File: config.mk
export PLATFORM = sky130hd
export DESIGN_NAME = sm_0535_path_frame_decoder
export DESIGN_NICKNAME = d
export VERILOG_FILES = /design/src/rtl/sm_0535_rx_pkg.sv /design/src/rtl/sm_0535_gap_timer.sv /design/src/rtl/sm_0535_path_frame_decoder.sv
export SDC_FILE = /design/constraint.sdc
export NUM_CORES = 1
export LEC_CHECK = 0
export CAP_MARGIN = 20
export CORE_MARGIN = 2
export CORE_UTILIZATION = 40
export DETAILED_ROUTE_END_ITERATION = 16
export PLACE_DENSITY = 0.57
export SYNTH_ARGS = -nofsm -noshare
export SYNTH_HDL_FRONTEND = slang
export SYNTH_SLANG_ARGS = --single-unit
File: constraint.sdc
create_clock -name clk -period 3.55 [get_ports clk]
set_clock_uncertainty 0.2 [all_clocks]
set_input_delay 0.5325 -clock clk [delete_from_list [all_inputs] [get_ports clk]]
set_output_delay 0.5325 -clock clk [all_outputs]
set_load 0.005 [all_outputs]
File: src/rtl/sm_0535_rx_pkg.sv
// sm_0535_rx_pkg: shared frame-decoder states, delimiters and path-map width.
package sm_0535_rx_pkg;
    localparam int PATH_W = 17;
    localparam logic [7:0] DEF_START = 8'h50;
    localparam logic [7:0] DEF_END = 8'h23;
    typedef enum logic [2:0] {IDLE, PAY0, PAY1, PAY2, CHK, END} state_t;
endpackage

File: src/rtl/sm_0535_gap_timer.sv
// sm_0535_gap_timer: inter-byte gap counter with clear, enable and expire.
module sm_0535_gap_timer #(
    parameter int TIMEOUT_CYCLES = 2_500_000
) (
    input  logic clk,
    input  logic rst_n,
    input  logic clr,
    input  logic en,
    output logic expire
);
    localparam int W = TIMEOUT_CYCLES > 1 ? $clog2(TIMEOUT_CYCLES) : 1;
    localparam logic [W-1:0] LAST = W'(TIMEOUT_CYCLES - 1);
    logic [W-1:0] cnt;
    always_ff @(posedge clk or negedge rst_n) begin
        if (!rst_n) cnt <= '0;
        else if (clr || !en) cnt <= '0;
        else if (cnt != LAST) cnt <= cnt + 1'b1;
    end
    // A byte arriving on the expiry cycle takes priority over the abort.
    assign expire = en && !clr && cnt == LAST;
endmodule

File: src/rtl/sm_0535_path_frame_decoder.sv
// sm_0535_path_frame_decoder: assembles 6-byte path frames, checks them and
// atomically commits the 17-bit path map; bad or stalled frames are counted.
module sm_0535_path_frame_decoder
    import sm_0535_rx_pkg::*;
#(
    parameter logic [7:0] START_BYTE = DEF_START,
    parameter logic [7:0] END_BYTE = DEF_END,
    parameter int TIMEOUT_CYCLES = 2_500_000
) (
    input  logic              clk,
    input  logic              rst_n,
    input  logic [7:0]        rx_byte,
    input  logic              rx_valid,
    output logic [PATH_W-1:0] paths_av,
    output logic              paths_valid,
    output logic              frame_err,
    output logic [7:0]        err_count,
    output logic              busy
);
    state_t state;
    logic [7:0] b0, b1, b2, c;
    logic expire, good, commit, bad;
    sm_0535_gap_timer #(.TIMEOUT_CYCLES(TIMEOUT_CYCLES)) u_gap (
        .clk(clk),
        .rst_n(rst_n),
        .clr(rx_valid),
        .en(state != IDLE),
        .expire(expire)
    );
    assign good = rx_byte == END_BYTE && c == (b0 ^ b1 ^ b2) && b0[7:1] == 7'd0;
    assign commit = rx_valid && state == END && good;
    assign bad = (rx_valid && state == END && !good) || expire;
    assign busy = state != IDLE;
    always_ff @(posedge clk or negedge rst_n) begin
        if (!rst_n) begin
            state <= IDLE;
            {b0, b1, b2, c} <= '0;
            paths_av <= '0;
            paths_valid <= 1'b0;
            frame_err <= 1'b0;
            err_count <= '0;
        end else begin
            paths_valid <= commit;
            frame_err <= bad;
            if (commit) paths_av <= {b0[0], b1, b2};
            if (bad && err_count != 8'hFF) err_count <= err_count + 1'b1;
            if (rx_valid) begin
                case (state)
                    IDLE: if (rx_byte == START_BYTE) state <= PAY0;
                    PAY0: begin b0 <= rx_byte; state <= PAY1; end
                    PAY1: begin b1 <= rx_byte; state <= PAY2; end
                    PAY2: begin b2 <= rx_byte; state <= CHK; end
                    CHK: begin c <= rx_byte; state <= END; end
                    default: state <= IDLE;
                endcase
            end else if (expire) begin
                state <= IDLE;
            end
        end
    end
endmodule

Word level (Yosys, flattened, before mapping) --
Index checks and enable logic that the tools add are counted.
Storage, ports and cells: word-level logic and storage cells 55, output and inout port bits 28, register bits 84, bits of input ports 11
Operators by class: reduce and logical (&&, ||, !) cells 23, multiplexer cells 6, eq/ne operators 12, bitwise gates (word level) 2, add/subtract/negate cells 2
Operators by type and width (count):
- $mux W22 | 2
- $add A22 B1 Y22 const B | 1
- $eq A22 B22 Y1 const B | 1
- $ne A22 B22 Y1 const B | 1
- $xor A8 B8 Y8 | 2
- $pmux W3 S5 | 1
- $reduce_and A2 Y1 | 5
- $mux W3 | 3
- $add A8 B1 Y8 const B | 1
- $eq A8 B6 Y1 const B | 1
- $eq A8 B7 Y1 const B | 1
- $eq A8 B8 Y1 | 1
- $logic_and A1 B1 Y1 | 8
- $ne A8 B8 Y1 const B | 1
- $logic_not A7 Y1 | 1
- $eq A3 B2 Y1 const B | 2
- $eq A3 B3 Y1 const B | 2
- $reduce_bool A2 Y1 | 2
- $eq A3 B1 Y1 const B | 1
- $logic_not A1 Y1 | 3
- $logic_not A3 Y1 | 1
- $ne A3 B3 Y1 const B | 1
- $reduce_bool A3 Y1 | 1
- $logic_or A1 B1 Y1 | 2

Depth between registers and ports, before layout --
depth in word-level cells 9, mapped depth 8, depth with buffers taken out 7

Modules after synthesis --
Synthesis repeated with hierarchy kept, for this count alone.
Second synthesis, totals: cell total of the unflattened synthesis 336, area, all modules 4058.9 um2
By module, submodules not included:
- sm_0535_path_frame_decoder | instances 1, area each 2819.0 um2, cells each 203, sequential area each 1551.5 um2
- sm_0535_gap_timer | instances 1, area each 1239.9 um2, cells each 133, sequential area each 550.5 um2

Worst setup path before layout --
OpenSTA, ideal clock, no wires.
path kind register to register, start reg u_gap.cnt[11], end reg err_count[1], path buffers 2, cell stages (with the launch flop) 9, library setup time 125 ps, period minus slack after synthesis 2568 ps, arrival 2243 ps, data required time 3225 ps, path slack 982 ps, cells stage by stage dfrtp_1 -> nor4b_2 -> nand4_1 -> or4_1 -> buf_2 -> or2_0 -> buf_6 -> a22oi_4 -> mux2_4
Between the ends: longest elaborated chain between the ends 4
RTL lines:
- start: declaration | RTL line sm_0535_gap_timer.sv:13 | logic [W-1:0] cnt;
- start signal: assignment | RTL line sm_0535_gap_timer.sv:17 | else if (cnt != LAST) cnt <= cnt + 1'b1;
- $eq A22 B22 Y1 | RTL line sm_0535_gap_timer.sv:20 | assign expire = en && !clr && cnt == LAST;
- $logic_and A1 B1 Y1 | RTL line sm_0535_gap_timer.sv:20
- $logic_or A1 B1 Y1 | RTL line sm_0535_path_frame_decoder.sv:32 | assign bad = (rx_valid && state == END && !good) || expire;
- $logic_and A1 B1 Y1 | RTL line sm_0535_path_frame_decoder.sv:46 | if (bad && err_count != 8'hFF) err_count <= err_count + 1'b1;
- end signal: assignment | RTL line sm_0535_path_frame_decoder.sv:46
- end: declaration | RTL line sm_0535_path_frame_decoder.sv:17 | output logic [7:0] err_count,
Every way passes these cells. A chain may end at the register's enable or synchronous reset.

Worst setup path after layout --
Ends and elaborated chain as after synthesis.

==> reports/results.txt <==
I/O pins: 39
Max IR drop VDD: 0.3535 mV
initial antenna violation count: 0
CORE AREA: 9328 um^2
fin cells: 494
fmax: 338.8 MHz
multiplexer share of the synthesized area: 15.41%
Post-Syn Nets: 329
drt drc: 0
Post-CTS Resized: 0
cell row count: 35
first-pass GRT wire length: 12300 um
Vias/cell: 4.966
GPL Wtd Cong: 0.7423
Slew Viols, Final: 0
CP required: 3590 ps
number of global-route vias before repair: 2457
slowest stage delay, CP: 700 ps
Min Hold Slack: -16.10 ps
IO Port Bufs: 38
P_leak: 1.973 nW
adder-cell share of the synthesized area: 0.6447%
Post-Synth Simple-Gate Area: 13.67%
root buffer cell: clkbuf_8
Detail Route Antenna Nets: 0
synthesized area: 3881 um^2
final wirelength: 7250 um
Post-CTS Setup Inserts: 0
die area: 10510 um^2
Ys Warns: 0
TritonCTS Buffers: 9
Overflow after GRT: 0
DIE WIDTH: 102.5 um
RSZ-0062 raised after global routing: false
pin count of the biggest net entering global routing: 51
status: finished with violations
pre-CTS WS: 605.5 ps
period utilization: 83.15%
sequential fraction of the synthesis area: 54.16%
CTS Buffer Depth: 2
CP Capture Type: flop
worst slew pin tran: 637.5 ps
flops & latches, synth: 84
Setup CP Type: flop to flop
initial detailed-routing violation count: 69
Net count, final: 373
syn avg cell area: 12.28 um^2
violated checks: hold timing
routed vias: 2453
Area growth syn-to-layout: 19.12%
largest family of logic cells by synthesized area: multiplexers
Tmin final: 2952 ps
share of cells above drive strength 1: 20.82%
dominant cells by area after synthesis: dfrtp_1 (54%), mux2_2 (13%), xor2_1 (5.2%)
final setup vio count: 0
post-synthesis xor/xnor area fraction: 10.15%
placed insts: 478
Gate Count Post-Synth: 316
n_diodes: 0
PD cells: 617.7 nW/um^2
H-tree Lvls: 3
clock sink count: 84
dpl hpwl: 5065 um
TNS Setup: 0 ps
biggest area consumer among synthesized cells: dfrtp_1
CTS tree: done
Setup crit start kind: flop
CP Data Arrival Time: 2990 ps
compound-cell area share of the yosys netlist: 4.449%
slew margin rel.: 57.50%
CP max-delay cell: or4_1
All-Layer GR Usage: 15.32%
max_cap viols: 0
Initial Util: 41.61%
Unique masters post-synth: 40
clk_lat worst skew: 350 ps
critical path cell sequence: nor4b_2 -> nand4_1 -> or4_1 -> or2_0 -> a22oi_4 -> mux2_4
Fin. Hold Viols: 7
Yosys top cell area share: 54.16%
Crit Path Max Fanout: 8
slack of the critical path: 598.1 ps
drt pass-1 iters: 4
Hold WC Path Type: input port to async pin
chip height: 102.5 um
Reg clk slew, reported paths: 90 ps
Routed WL per cell: 14.68 um
CTS Hold Bufs: 0
==> final cells by class <==
cell class / count / area (um^2)
timing repair buffer: 44 / 422.9
tap: 129 / 161.4
clock inverter: 5 / 61.31
clock buffer: 11 / 141.4
fill: 861 / 4705
inverter: 2 / 7.507
multi-input combinational: 219 / 1727
sequential: 84 / 2102
==> report_power, final <==
group	switching (mW)	internal, mW
Clock	0.340	0.346
Sequential	0.204	1.16
Combinational	0.343	0.464
==> routing by layer <==
metal  track usage (%)  part of all wire [%]  vias up
met4             6.462                   1.8        0
met2             23.13                    45       37
met5                 0                     0        -
li1                  -                     -     1200
met3             3.051                   2.2       10
met1             21.64                    51     1206
==> worst max-delay path: cells and delay by family, from the launching register on <==
kind            cells  cell delay, ps
simple gates        4            1620
compound gates      1             290
mux                 1             310
flops               1             420
==> cells by family (layout without fill, tap and decap cells) <==
kind of cell,count (synthesis),in the layout
AND/OR/NAND/NOR,95,95
flip-flops,84,84
multiplexers,53,53
XOR/XNOR,45,45
AO/OA/AOI/OAI,24,24
buffers and inverters,13,62
adder cells (fa/ha/maj),2,2
==> registers in the layout (all words and copies together), names as in the netlist <==
| name | cells |
|---|---|
| u_gap.cnt | 22 |
| paths_av | 17 |
| b0 | 8 |
| b1 | 8 |
| b2 | 8 |
| c | 8 |
| err_count | 8 |
| state | 3 |
| frame_err | 1 |
| paths_valid | 1 |
==> cell usage in the layout (no fill, tap or decap), types with 7 or more instances in the layout <==
master,n
dfrtp_1,84
nor2_1,22
mux2_2,44
nand2_1,17
clkbuf_8,10
or3_1,7
nand4_1,9
xnor2_1,22
nand3_1,10
clkdlybuf4s50_1,37
buf_4,7
xor2_1,23
a21oi_1,9
o21ai_0,7
==> final timing paths <==
check	from	endpoint	slack, ps	cells after the start
max	u_gap.cnt[11]	err_count[1]	600	6
max in group asynchronous	rst_n	err_count[5]	2390	2
min	rst_n	u_gap.cnt[17]	-20	1
max reg2reg	u_gap.cnt[11]	err_count[1]	600	6
min in group clk	paths_av[8]	paths_av[8]	300	1
min reg2reg	paths_av[8]	paths_av[8]	300	1
==> cell usage after synthesis (all sizes together) <==
cell     n
o21ai    7
nor2    22
or4      1
o31ai    1
and3     4
or2      1
and4b    1
nor4     2
buf      3
a22oi    1
nor4b    4
inv      2
nand4    9
nor4bb   2
mux2i    2
or3b     1
nand2   17
nand2b   3
a311oi   1
and2     2
nand3   10
dfrtp   84
xnor2   22
a211oi   3
nor3     5
nor2b    4
a21boi   1
mux2    51
a32o     1
or3      7
clkbuf   8
ha       2
a21oi    9
xor2    23
==> metrics by stage <==
stage | hold slack (ps) | total power, mW | instance area, um^2 | utilization [%]
after floorplan | 36.91 | 1.973 | 3881 | -
after global placement | 275.0 | 2.193 | 4420 | 47.39
after detailed placement | 281.8 | 2.201 | 4420 | 47.39
after CTS | 9.306 | 2.904 | 4623 | 49.56
after global routing | 35.31 | 3.041 | 4623 | 49.56
final | -16.10 | 2.856 | 4623 | 49.56
Power figures use the tool's default switching activity.
